`src/rtl/vga_pattern_gen_if.sv`:
```
// vga_pattern_gen_if: pixel coordinate / DE inputs and registered RGB / status outputs
// of the test-pattern generator. The master drives pixels, the slave is the generator.
interface vga_pattern_gen_if #(
    parameter int COORD_W = 10,
    parameter int COLOR_W = 4,
    parameter int FRAME_W = 8
);
    logic [COORD_W-1:0] x_pixel;
    logic [COORD_W-1:0] y_pixel;
    logic               DE;
    logic [1:0]         mode;
    logic [COLOR_W-1:0] red_port;
    logic [COLOR_W-1:0] green_port;
    logic [COLOR_W-1:0] blue_port;
    logic               de_out;
    logic [FRAME_W-1:0] frame_cnt;

    modport master (
        output x_pixel, y_pixel, DE, mode,
        input  red_port, green_port, blue_port, de_out, frame_cnt
    );

    modport slave (
        input  x_pixel, y_pixel, DE, mode,
        output red_port, green_port, blue_port, de_out, frame_cnt
    );
endinterface

```
`src/rtl/vga_pattern_gen.sv`:
```
// vga_pattern_gen: registered four-mode VGA test-pattern generator, 1-clk latency.
// Optional white border overlay is enabled by defining VGA_PATTERN_BORDER_EN.
module vga_pattern_gen #(
    parameter int H_ACTIVE     = 640,
    parameter int V_ACTIVE     = 480,
    parameter int COORD_W      = 10,
    parameter int COLOR_W      = 4,
    parameter int NUM_BARS     = 7,
    parameter int CHECKER_LOG2 = 5,
    parameter int SCROLL_STEP  = 4,
    parameter int FRAME_W      = 8
) (
    input  logic             clk,
    input  logic             reset,
    vga_pattern_gen_if.slave bus
);
    localparam int BAR_W  = ((H_ACTIVE / NUM_BARS) > 0) ? (H_ACTIVE / NUM_BARS) : 1;
    localparam int RAMP_W = ((H_ACTIVE >> COLOR_W) > 0) ? (H_ACTIVE >> COLOR_W) : 1;
    localparam int CW1    = COORD_W + 1;
    localparam logic [COLOR_W-1:0] MAX = '1;

    logic [COORD_W-1:0] x, y;
    logic               de, frame_start, frame_end, line_start;
    logic [1:0]         mode_sel, mode_act_q, mode_act_d;
    logic [COORD_W-1:0] pos_q, pos_d;
    logic [FRAME_W-1:0] frame_q, frame_d;
    logic [COORD_W-1:0] bar_px_q, bar_px_d, bar_px_cur;
    logic [2:0]         bar_idx_q, bar_idx_d, bar_idx_cur;
    logic [COORD_W-1:0] ramp_px_q, ramp_px_d, ramp_px_cur;
    logic [COLOR_W-1:0] ramp_lvl_q, ramp_lvl_d, ramp_lvl_cur;
    logic [CW1-1:0]     x_ext, pos_ext, bar_hi, pos_sum;
    logic               scroll_on, checker_on;
    logic [2:0]         bar_bits;
    logic [COLOR_W-1:0] red_q, red_d, green_q, green_d, blue_q, blue_d;
    logic               de_q;

    assign x           = bus.x_pixel;
    assign y           = bus.y_pixel;
    assign de          = bus.DE;
    assign frame_start = de && (x == '0) && (y == '0);
    assign frame_end   = de && (x == COORD_W'(H_ACTIVE - 1)) && (y == COORD_W'(V_ACTIVE - 1));
    assign line_start  = (x == '0);
    // The frame-start pixel itself already renders in the newly requested mode.
    assign mode_sel    = frame_start ? bus.mode : mode_act_q;
    assign mode_act_d  = mode_sel;
    assign x_ext       = {1'b0, x};
    assign pos_ext     = {1'b0, pos_q};
    assign pos_sum     = pos_ext + CW1'(SCROLL_STEP);
    assign bar_hi      = pos_ext + CW1'(BAR_W);

    always_comb begin
        frame_d = frame_q;
        pos_d   = pos_q;
        if (frame_end) begin
            frame_d = frame_q + FRAME_W'(1);
            pos_d   = (pos_sum >= CW1'(H_ACTIVE)) ? COORD_W'(pos_sum - CW1'(H_ACTIVE))
                                                  : pos_sum[COORD_W-1:0];
        end
    end

    // Pixel and index counters replace x/BAR_W and x/RAMP_W; column 0 restarts them.
    always_comb begin
        bar_px_cur   = line_start ? '0 : bar_px_q;
        bar_idx_cur  = line_start ? '0 : bar_idx_q;
        ramp_px_cur  = line_start ? '0 : ramp_px_q;
        ramp_lvl_cur = line_start ? '0 : ramp_lvl_q;
        bar_px_d     = bar_px_q;
        bar_idx_d    = bar_idx_q;
        ramp_px_d    = ramp_px_q;
        ramp_lvl_d   = ramp_lvl_q;
        if (de) begin
            if (bar_px_cur == COORD_W'(BAR_W - 1)) begin
                bar_px_d  = '0;
                bar_idx_d = (bar_idx_cur == 3'(NUM_BARS - 1)) ? bar_idx_cur : bar_idx_cur + 3'd1;
            end else begin
                bar_px_d  = bar_px_cur + COORD_W'(1);
                bar_idx_d = bar_idx_cur;
            end
            if (ramp_px_cur == COORD_W'(RAMP_W - 1)) begin
                ramp_px_d  = '0;
                ramp_lvl_d = (ramp_lvl_cur == MAX) ? ramp_lvl_cur : ramp_lvl_cur + COLOR_W'(1);
            end else begin
                ramp_px_d  = ramp_px_cur + COORD_W'(1);
                ramp_lvl_d = ramp_lvl_cur;
            end
        end
    end

    always_comb begin
        scroll_on  = ((x_ext >= pos_ext) && (x_ext < bar_hi)) ||
                     ((bar_hi > CW1'(H_ACTIVE)) && (x_ext < (bar_hi - CW1'(H_ACTIVE))));
        checker_on = ~(x[CHECKER_LOG2] ^ y[CHECKER_LOG2]);
        case (bar_idx_cur)
            3'd0:    bar_bits = 3'b111;
            3'd1:    bar_bits = 3'b110;
            3'd2:    bar_bits = 3'b011;
            3'd3:    bar_bits = 3'b010;
            3'd4:    bar_bits = 3'b101;
            3'd5:    bar_bits = 3'b100;
            3'd6:    bar_bits = 3'b001;
            default: bar_bits = 3'b000;
        endcase
        red_d   = '0;
        green_d = '0;
        blue_d  = '0;
        if (de) begin
            case (mode_sel)
                2'd0: begin
                    red_d   = {COLOR_W{bar_bits[2]}};
                    green_d = {COLOR_W{bar_bits[1]}};
                    blue_d  = {COLOR_W{bar_bits[0]}};
                end
                2'd1: begin
                    red_d   = {COLOR_W{checker_on}};
                    green_d = {COLOR_W{checker_on}};
                    blue_d  = {COLOR_W{checker_on}};
                end
                2'd2: begin
                    red_d   = ramp_lvl_cur;
                    green_d = ramp_lvl_cur;
                    blue_d  = ramp_lvl_cur;
                end
                default: begin
                    red_d   = {COLOR_W{scroll_on}};
                    green_d = {COLOR_W{scroll_on}};
                    blue_d  = {COLOR_W{scroll_on}};
                end
            endcase
`ifdef VGA_PATTERN_BORDER_EN
            if ((x == '0) || (x == COORD_W'(H_ACTIVE - 1)) ||
                (y == '0) || (y == COORD_W'(V_ACTIVE - 1))) begin
                red_d   = MAX;
                green_d = MAX;
                blue_d  = MAX;
            end
`endif
        end
    end

    always_ff @(posedge clk) begin
        if (reset) begin
            mode_act_q <= '0;
            pos_q      <= '0;
            frame_q    <= '0;
            bar_px_q   <= '0;
            bar_idx_q  <= '0;
            ramp_px_q  <= '0;
            ramp_lvl_q <= '0;
            red_q      <= '0;
            green_q    <= '0;
            blue_q     <= '0;
            de_q       <= 1'b0;
        end else begin
            mode_act_q <= mode_act_d;
            pos_q      <= pos_d;
            frame_q    <= frame_d;
            bar_px_q   <= bar_px_d;
            bar_idx_q  <= bar_idx_d;
            ramp_px_q  <= ramp_px_d;
            ramp_lvl_q <= ramp_lvl_d;
            red_q      <= red_d;
            green_q    <= green_d;
            blue_q     <= blue_d;
            de_q       <= de;
        end
    end

    assign bus.red_port   = red_q;
    assign bus.green_port = green_q;
    assign bus.blue_port  = blue_q;
    assign bus.de_out     = de_q;
    assign bus.frame_cnt  = frame_q;
endmodule

```
`src/flat_wrapper.sv`:
```
// flat-port wrapper written by rule: the top's interface ports become plain ports
module vga_pattern_gen_flat 
#(
    parameter int H_ACTIVE     = 640,
    parameter int V_ACTIVE     = 480,
    parameter int COORD_W      = 10,
    parameter int COLOR_W      = 4,
    parameter int NUM_BARS     = 7,
    parameter int CHECKER_LOG2 = 5,
    parameter int SCROLL_STEP  = 4,
    parameter int FRAME_W      = 8
)
  (clk, reset, bus_x_pixel, bus_y_pixel, bus_DE, bus_mode, bus_red_port, bus_green_port, bus_blue_port, bus_de_out, bus_frame_cnt);
  vga_pattern_gen_if #(.COORD_W(COORD_W), .COLOR_W(COLOR_W), .FRAME_W(FRAME_W)) bus_i ();
  input  logic clk;
  input  logic reset;
  input wire logic [$bits(bus_i.x_pixel)-1:0] bus_x_pixel;
  input wire logic [$bits(bus_i.y_pixel)-1:0] bus_y_pixel;
  input wire logic [$bits(bus_i.DE)-1:0] bus_DE;
  input wire logic [$bits(bus_i.mode)-1:0] bus_mode;
  output wire logic [$bits(bus_i.red_port)-1:0] bus_red_port;
  output wire logic [$bits(bus_i.green_port)-1:0] bus_green_port;
  output wire logic [$bits(bus_i.blue_port)-1:0] bus_blue_port;
  output wire logic [$bits(bus_i.de_out)-1:0] bus_de_out;
  output wire logic [$bits(bus_i.frame_cnt)-1:0] bus_frame_cnt;
  assign bus_i.x_pixel = bus_x_pixel;
  assign bus_i.y_pixel = bus_y_pixel;
  assign bus_i.DE = bus_DE;
  assign bus_i.mode = bus_mode;
  assign bus_red_port = bus_i.red_port;
  assign bus_green_port = bus_i.green_port;
  assign bus_blue_port = bus_i.blue_port;
  assign bus_de_out = bus_i.de_out;
  assign bus_frame_cnt = bus_i.frame_cnt;
  vga_pattern_gen #(.H_ACTIVE(H_ACTIVE), .V_ACTIVE(V_ACTIVE), .COORD_W(COORD_W), .COLOR_W(COLOR_W), .NUM_BARS(NUM_BARS), .CHECKER_LOG2(CHECKER_LOG2), .SCROLL_STEP(SCROLL_STEP), .FRAME_W(FRAME_W)) u_core (.clk(clk), .reset(reset), .bus(bus_i));
endmodule
```
`config.mk`:
```
export PLATFORM = sky130hd
export DESIGN_NAME = vga_pattern_gen_flat
export DESIGN_NICKNAME = d
export VERILOG_FILES = /design/src/rtl/vga_pattern_gen_if.sv /design/src/rtl/vga_pattern_gen.sv /design/src/flat_wrapper.sv
export SDC_FILE = /design/constraint.sdc
export NUM_CORES = 1
export LEC_CHECK = 0
export CORE_UTILIZATION = 35
export DETAILED_ROUTE_END_ITERATION = 10
export PLACE_DENSITY_LB_ADDON = 0.08
export SYNTH_ARGS = -nofsm -noshare
export SYNTH_HDL_FRONTEND = slang
export SYNTH_SLANG_ARGS = --single-unit
```
`constraint.sdc`:
```
create_clock -name clk -period 5.4 [get_ports clk]
set_input_delay 0.81 -clock clk [delete_from_list [all_inputs] [get_ports clk]]
set_output_delay 0.81 -clock clk [all_outputs]
set_load 0.02 [all_outputs]
```
# Word-level counts from Yosys, hierarchy flattened

Cells that the tools add are included.

Register bits after elaboration: 60
Bits of input ports: 25
Logic and storage cells: 69

Add/subtract/negate cells: 9
Order comparisons: 5
Eq/ne operators: 13
Muxes and demuxes: 16
Bitwise gates (word level): 3
Reductions and logical operators: 12

Operator list:

| operator                                                                               | count |
|---|---|
| 10-bit 2-to-1 mux                                                                      | 5 |
| 4-bit one-hot mux with 3 select lines                                                  | 3 |
| 10-bit by 11-bit < comparator with 1-bit output                                        | 2 |
| 3-bit one-hot mux with 7 select lines                                                  | 1 |
| 10-bit by 1-bit adder with 10-bit output (second input constant)                       | 2 |
| 10-bit zero test                                                                       | 2 |
| 4-bit 2-to-1 mux                                                                       | 3 |
| 10-bit by 3-bit adder with 11-bit output (second input constant)                       | 1 |
| 10-bit by 7-bit adder with 11-bit output (second input constant)                       | 1 |
| 11-bit by 10-bit greater-or-equal comparator with 1-bit output (second input constant) | 1 |
| 11-bit by 10-bit greater-than comparator with 1-bit output (second input constant)     | 1 |
| 11-bit by 10-bit subtractor with 11-bit output (second input constant)                 | 1 |
| 10-bit equality test (second input constant)                                           | 1 |
| 10-bit by 6-bit equality test with 1-bit output (second input constant)                | 1 |
| 10-bit by 7-bit equality test with 1-bit output (second input constant)                | 1 |
| 10-bit by 9-bit equality test with 1-bit output (second input constant)                | 1 |
| 10-bit greater-or-equal comparator                                                     | 1 |
| 10-bit subtractor (second input constant)                                              | 1 |
| 3-bit equality test (second input constant)                                            | 3 |
| 3-bit 2-to-1 mux                                                                       | 3 |
| 8-bit by 1-bit adder with 8-bit output (second input constant)                         | 1 |
| 3-bit by 2-bit equality test with 1-bit output (second input constant)                 | 2 |
| 1-bit logical AND                                                                      | 6 |
| 4-bit by 1-bit adder with 4-bit output (second input constant)                         | 1 |
| 12 further kinds                                                                       | 13 |

# Logic depth before layout (Yosys ltp)

Depth after elaboration: 6
Mapped depth: 15
Depth with buffers taken out: 13

# Worst setup path after synthesis

No wires, ideal clock.

Path kind: reg2reg
Start: reg u_core.pos_q[4]
End: reg u_core.blue_q[0], in the netlist u_core.bus.blue_port[0]
Setup time: 0.135 ns
Arrival time: 2.988 ns
Data required time: 5.265 ns
Setup slack: 2.277 ns
Cell stages (with the launch flop): 16
Clock period less this slack: 3.123 ns
Cells stage by stage: dfxtp_1 clkbuf_1 inv_1 ha_1 nor2b_1 nor2_1 xnor2_1 inv_1 ha_1 xnor2_1 ha_1 and4_1 a2111oi_0 o31ai_1 clkbuf_1 nand3_1

Word-level cells in the longest chain between the ends: 6
Elaborated cells on any way between the ends: 10

RTL lines:

| element                                         | line                   | RTL |
|---|---|---|
| from (decl)                                     | vga_pattern_gen.sv:25  | `logic [COORD_W-1:0] pos_q, pos_d;` |
| from (signal assigned)                          | vga_pattern_gen.sv:155 | `pos_q <= pos_d;` |
| 10-bit by 7-bit adder with 11-bit output        | vga_pattern_gen.sv:49  | `assign bar_hi = pos_ext + CW1'(BAR_W);` |
| 11-bit by 10-bit subtractor with 11-bit output  | vga_pattern_gen.sv:91  | `((bar_hi > CW1'(H_ACTIVE)) && (x_ext < (bar_hi - CW1'(H_ACTIVE))));` |
| 10-bit by 11-bit < comparator with 1-bit output | vga_pattern_gen.sv:91  |  |
| 1-bit logical AND                               | vga_pattern_gen.sv:91  |  |
| 1-bit logical OR (*)                            | vga_pattern_gen.sv:90  | `scroll_on = ((x_ext >= pos_ext) && (x_ext < bar_hi)) \|\|` |
| 4-bit one-hot mux with 3 select lines (*)       | vga_pattern_gen.sv:107 | `case (mode_sel)` |
| to (signal assigned)                            | vga_pattern_gen.sv:163 | `blue_q <= blue_d;` |
| to (decl)                                       | vga_pattern_gen.sv:34  | `logic [COLOR_W-1:0] red_q, red_d, green_q, green_d, blue_q, blue_d;` |

Mark *: on every way between the ends. The rest lies on a longest branch, timed or not.
A chain may end at the register's enable or synchronous reset.

# Worst setup path in the final report

Start: in bus_x_pixel[5]
End: reg u_core.bar_px_q[4]

Word-level cells in the longest chain between the ends: 4
Elaborated cells on any way between the ends: 5

RTL lines:

| element                                                                                                            | line                                         | RTL |
|---|---|---|
| from (decl)                                                                                                        | flat_wrapper.sv:17                           | `input wire logic [$bits(bus_i.x_pixel)-1:0] bus_x_pixel;` |
| 10-bit zero test (*)                                                                                               | vga_pattern_gen.sv:42                        | `assign line_start = (x == '0);` |
| 10-bit 2-to-1 mux (*)                                                                                              | vga_pattern_gen.sv:63                        | `bar_px_cur = line_start ? '0 : bar_px_q;` |
| 10-bit by 1-bit adder with 10-bit output / 10-bit by 7-bit equality test with 1-bit output (equally long branches) | vga_pattern_gen.sv:76, vga_pattern_gen.sv:72 |  |
| 10-bit 2-to-1 mux (*)                                                                                              | vga_pattern_gen.sv:72                        | `if (bar_px_cur == COORD_W'(BAR_W - 1)) begin` |
| to (signal assigned)                                                                                               | vga_pattern_gen.sv:157                       | `bar_px_q <= bar_px_d;` |
| to (decl)                                                                                                          | vga_pattern_gen.sv:27                        | `logic [COORD_W-1:0] bar_px_q, bar_px_d, bar_px_cur;` |

Marks and branches as above.

==> impl_metrics.yaml <==
run_status:
  status: "complete, no violations"
final_layout:
  antenna_cells: 0
  final_nets: 582
  most-common-layout-cells: "dfxtp_1 (58), clkdlybuf4s50_1 (45), nand2_1 (43), nor2_1 (40), a21oi_1 (35)"
  layout-drive-gt1-share_pct: 5.84
  mostFrequentLayoutCell: "dfxtp_1"
  area_growth_pct: 21.2
clock_network:
  path_clk_slew_ns: 0.07
  htreeDepth: 3
  ctsHoldBuffers: 0
  cts_buffer_depth: 2
  clock_latency_ns: 0.34
  cts_resized: 0
  cts_sinks: 58
  cts_root_buf: "clkbuf_8"
  cts_buffers: 9
  cts_setup_buffers: 0
  cts_tree: "done"
global_route:
  met1_usage_pct: 25.8
  overflow: 0
  gr-usage-met2_pct: 27.3
  grt_antenna_before_repair: 0
  grt_pass1_wl_mm: 16.6
  grt_pass1_vias: 3369
  top_usage_layer: "met2"
  grt_max_degree: 50
  grt_use_met3_pct: 4.07
  grt_usage_pct: 18.2
placement:
  port_buffers: 45
  gp_congestion: 0.841
  dpl.hpwl_mm: 7.19
synthesis:
  syn_area_sq_mm: 0.00384
  yosys.area.top_type: "dfxtp_1"
  synth_nets: 544
  yosysUniqueCellTypes: 59
  synth.avg_cell_area_sq_um: 7.87
  synth_ff_type: "dfxtp_1"
  synth_seq_cells: 58
  synth_edf_count: 0
  synth_area_leaders: "dfxtp_1 (30%), ha_1 (10%), a21oi_1 (4.6%), nand2_1 (4.2%), nor2_1 (3.9%)"
  seq_area_frac_synth_pct: 30.2
  syn_inst: 488
  yosysTopAreaCellShare_pct: 30.2
  async_flop_share_pct: 0
  ys_warn_count: 0
setup_path:
  critPathMaxFanout: 17
  cpMaxStageDelayCell: "nand4_1"
  cp_cell_sequence: "clkdlybuf4s50_1 > nor4_1 > nand4_1 > and2_1 > ha_1 > nor4b_1 > nand4_1 > nand3_1 > or3b_2 > a21oi_1"
  cp_common_cell: "nand4_1"
  worst_ep_required_time_ns: 5.67
  worstSetupStartpointType: "input pin"
  end_kind: "register"
  cpPeakStageDelay_ns: 0.61
  crit_type: "input pin to register"
  cp.arrival_ns: 4.21
timing:
  hold_violations: 0
  min_period_ns: 3.94
  rsz0062_at_grt: "no"
  worst-slew-pin-transition_ns: 0.675
  setup_viol: 0
  fmaxAchievable_mhz: 254
  fin_setup_tns_ns: 0
  slew_viol_final: 0
  relSlewSlack_pct: 54.9
  skew_ns: 0.0144
  fin_crit_sh_pct: 72.9
routing:
  wl_per_cell_um: 15.0
  routed-via-count: 3741
  via_per_inst: 5.61
  first_iter_violations: 214
  firstDrtPassIters: 5
  ant_nets: 0
  drcViolationCount: 0
  wl_mm: 10.0
hold_path:
  min_path_type: "register to register"
floorplan:
  die_h_um: 107
  initial_core_util_pct: 36.7
  chipWidth_um: 107
  ios: 46
  num_rows: 37
  coreArea_sq_mm: 0.0105
  dieArea_sq_mm: 0.0114
power:
  p_total_w: 0.00106
  vdd_drop_max_mv: 0.118
  leakage_nw: 1.77
  powerDensity_mw_per_mm2: 228
flow_run:
  max_cap_viol_count: 0
synthesized netlist by cell type (all sizes together) (5+ instances only):
library cell	n
a211oi	6
a21oi	35
a31oi	6
and2	13
and3	9
and4	9
clkbuf	20
dfxtp	58
ha	31
inv	17
nand2	44
nand2b	5
nand3	28
nand4	17
nor2	40
nor3	12
nor3b	8
nor4	7
o211ai	8
o21ai	28
o31ai	5
or3	6
or4	5
xnor2	13
xor2	5
layout make-up:
type                            instances  area [sq um]
Clock buffer                           13           179
Clock inverter                          3          68.8
Fill cell                            1082          5810
Inverter                               19          71.3
Multi-Input combinational cell        388          2520
Sequential cell                        58          1160
Tap cell                              136           170
Timing Repair Buffer                   50           488
worst paths after layout:
check	startpoint	to	slack (ns)	cells past startpoint
setup reg to reg	u_core.pos_q[4]	u_core.bus.green_port[1]	2.06	14
hold / removal	u_core.bar_px_q[0]	u_core.bar_px_q[0]	0.47	2
setup / recovery	bus_x_pixel[5]	u_core.bar_px_q[4]	1.46	10
hold reg to reg	u_core.bar_px_q[0]	u_core.bar_px_q[0]	0.47	2
power breakdown:
part	total, W	switching [W]	internal [W]
clock network	0.000495	0.000184	0.000311
registers	0.000444	0.00000766	0.000437
logic	0.000121	0.0000662	0.0000548
critical path: cells and delay by family:
family	cells	cell delay (ns)
fa+ha+maj	1	0.19
simple gates	7	2.51
buf+inv	1	0.53
compound gates	1	0.15
through the flow:
stage                     hold WS, ns  area, sq um  std cells  worst slack (ns)  util, %
after global placement          0.465         4410        651              1.24     42.1
after global routing            0.506         4650        667              1.17     44.5
final                           0.474         4650        667              1.46     44.5
after floorplan                 0.445         3840        488              2.28        -
after CTS                       0.477         4650        667              1.49     44.5
after detailed placement        0.469         4410        651              1.14     42.1
registers in the layout, summed over array words and instances, names as in the netlist:
signal and flops:
u_core.bus.blue_port 4, u_core.ramp_px_q 10, u_core.bus.red_port 4, u_core.pos_q 8, u_core.bus.de_out 1, u_core.bar_px_q 10
u_core.ramp_lvl_q 4, u_core.bus.green_port 4, u_core.bar_idx_q 3, u_core.mode_act_q 2, u_core.bus.frame_cnt 8
logic make-up after synthesis:
family | after synthesis | share of synthesized area [%]
and+or+nand+nor | 218 | 30.7
adders and majority gates | 31 | 10.1
DFF | 58 | 30.2
AOI/OAI and AO/OA | 117 | 19.5
muxes | 4 | 1.07
xor gates and xnor gates | 18 | 4.10
buffers and inverters | 42 | 4.27
per-layer routing:
metal / up-vias / share of wire (%)
met5: - / 0
met4: 0 / 1.2
met3: 10 / 4.8
met2: 88 / 43
met1: 1765 / 51
li1: 1878 / -
Note: power is estimated with default switching activity, not from simulation.
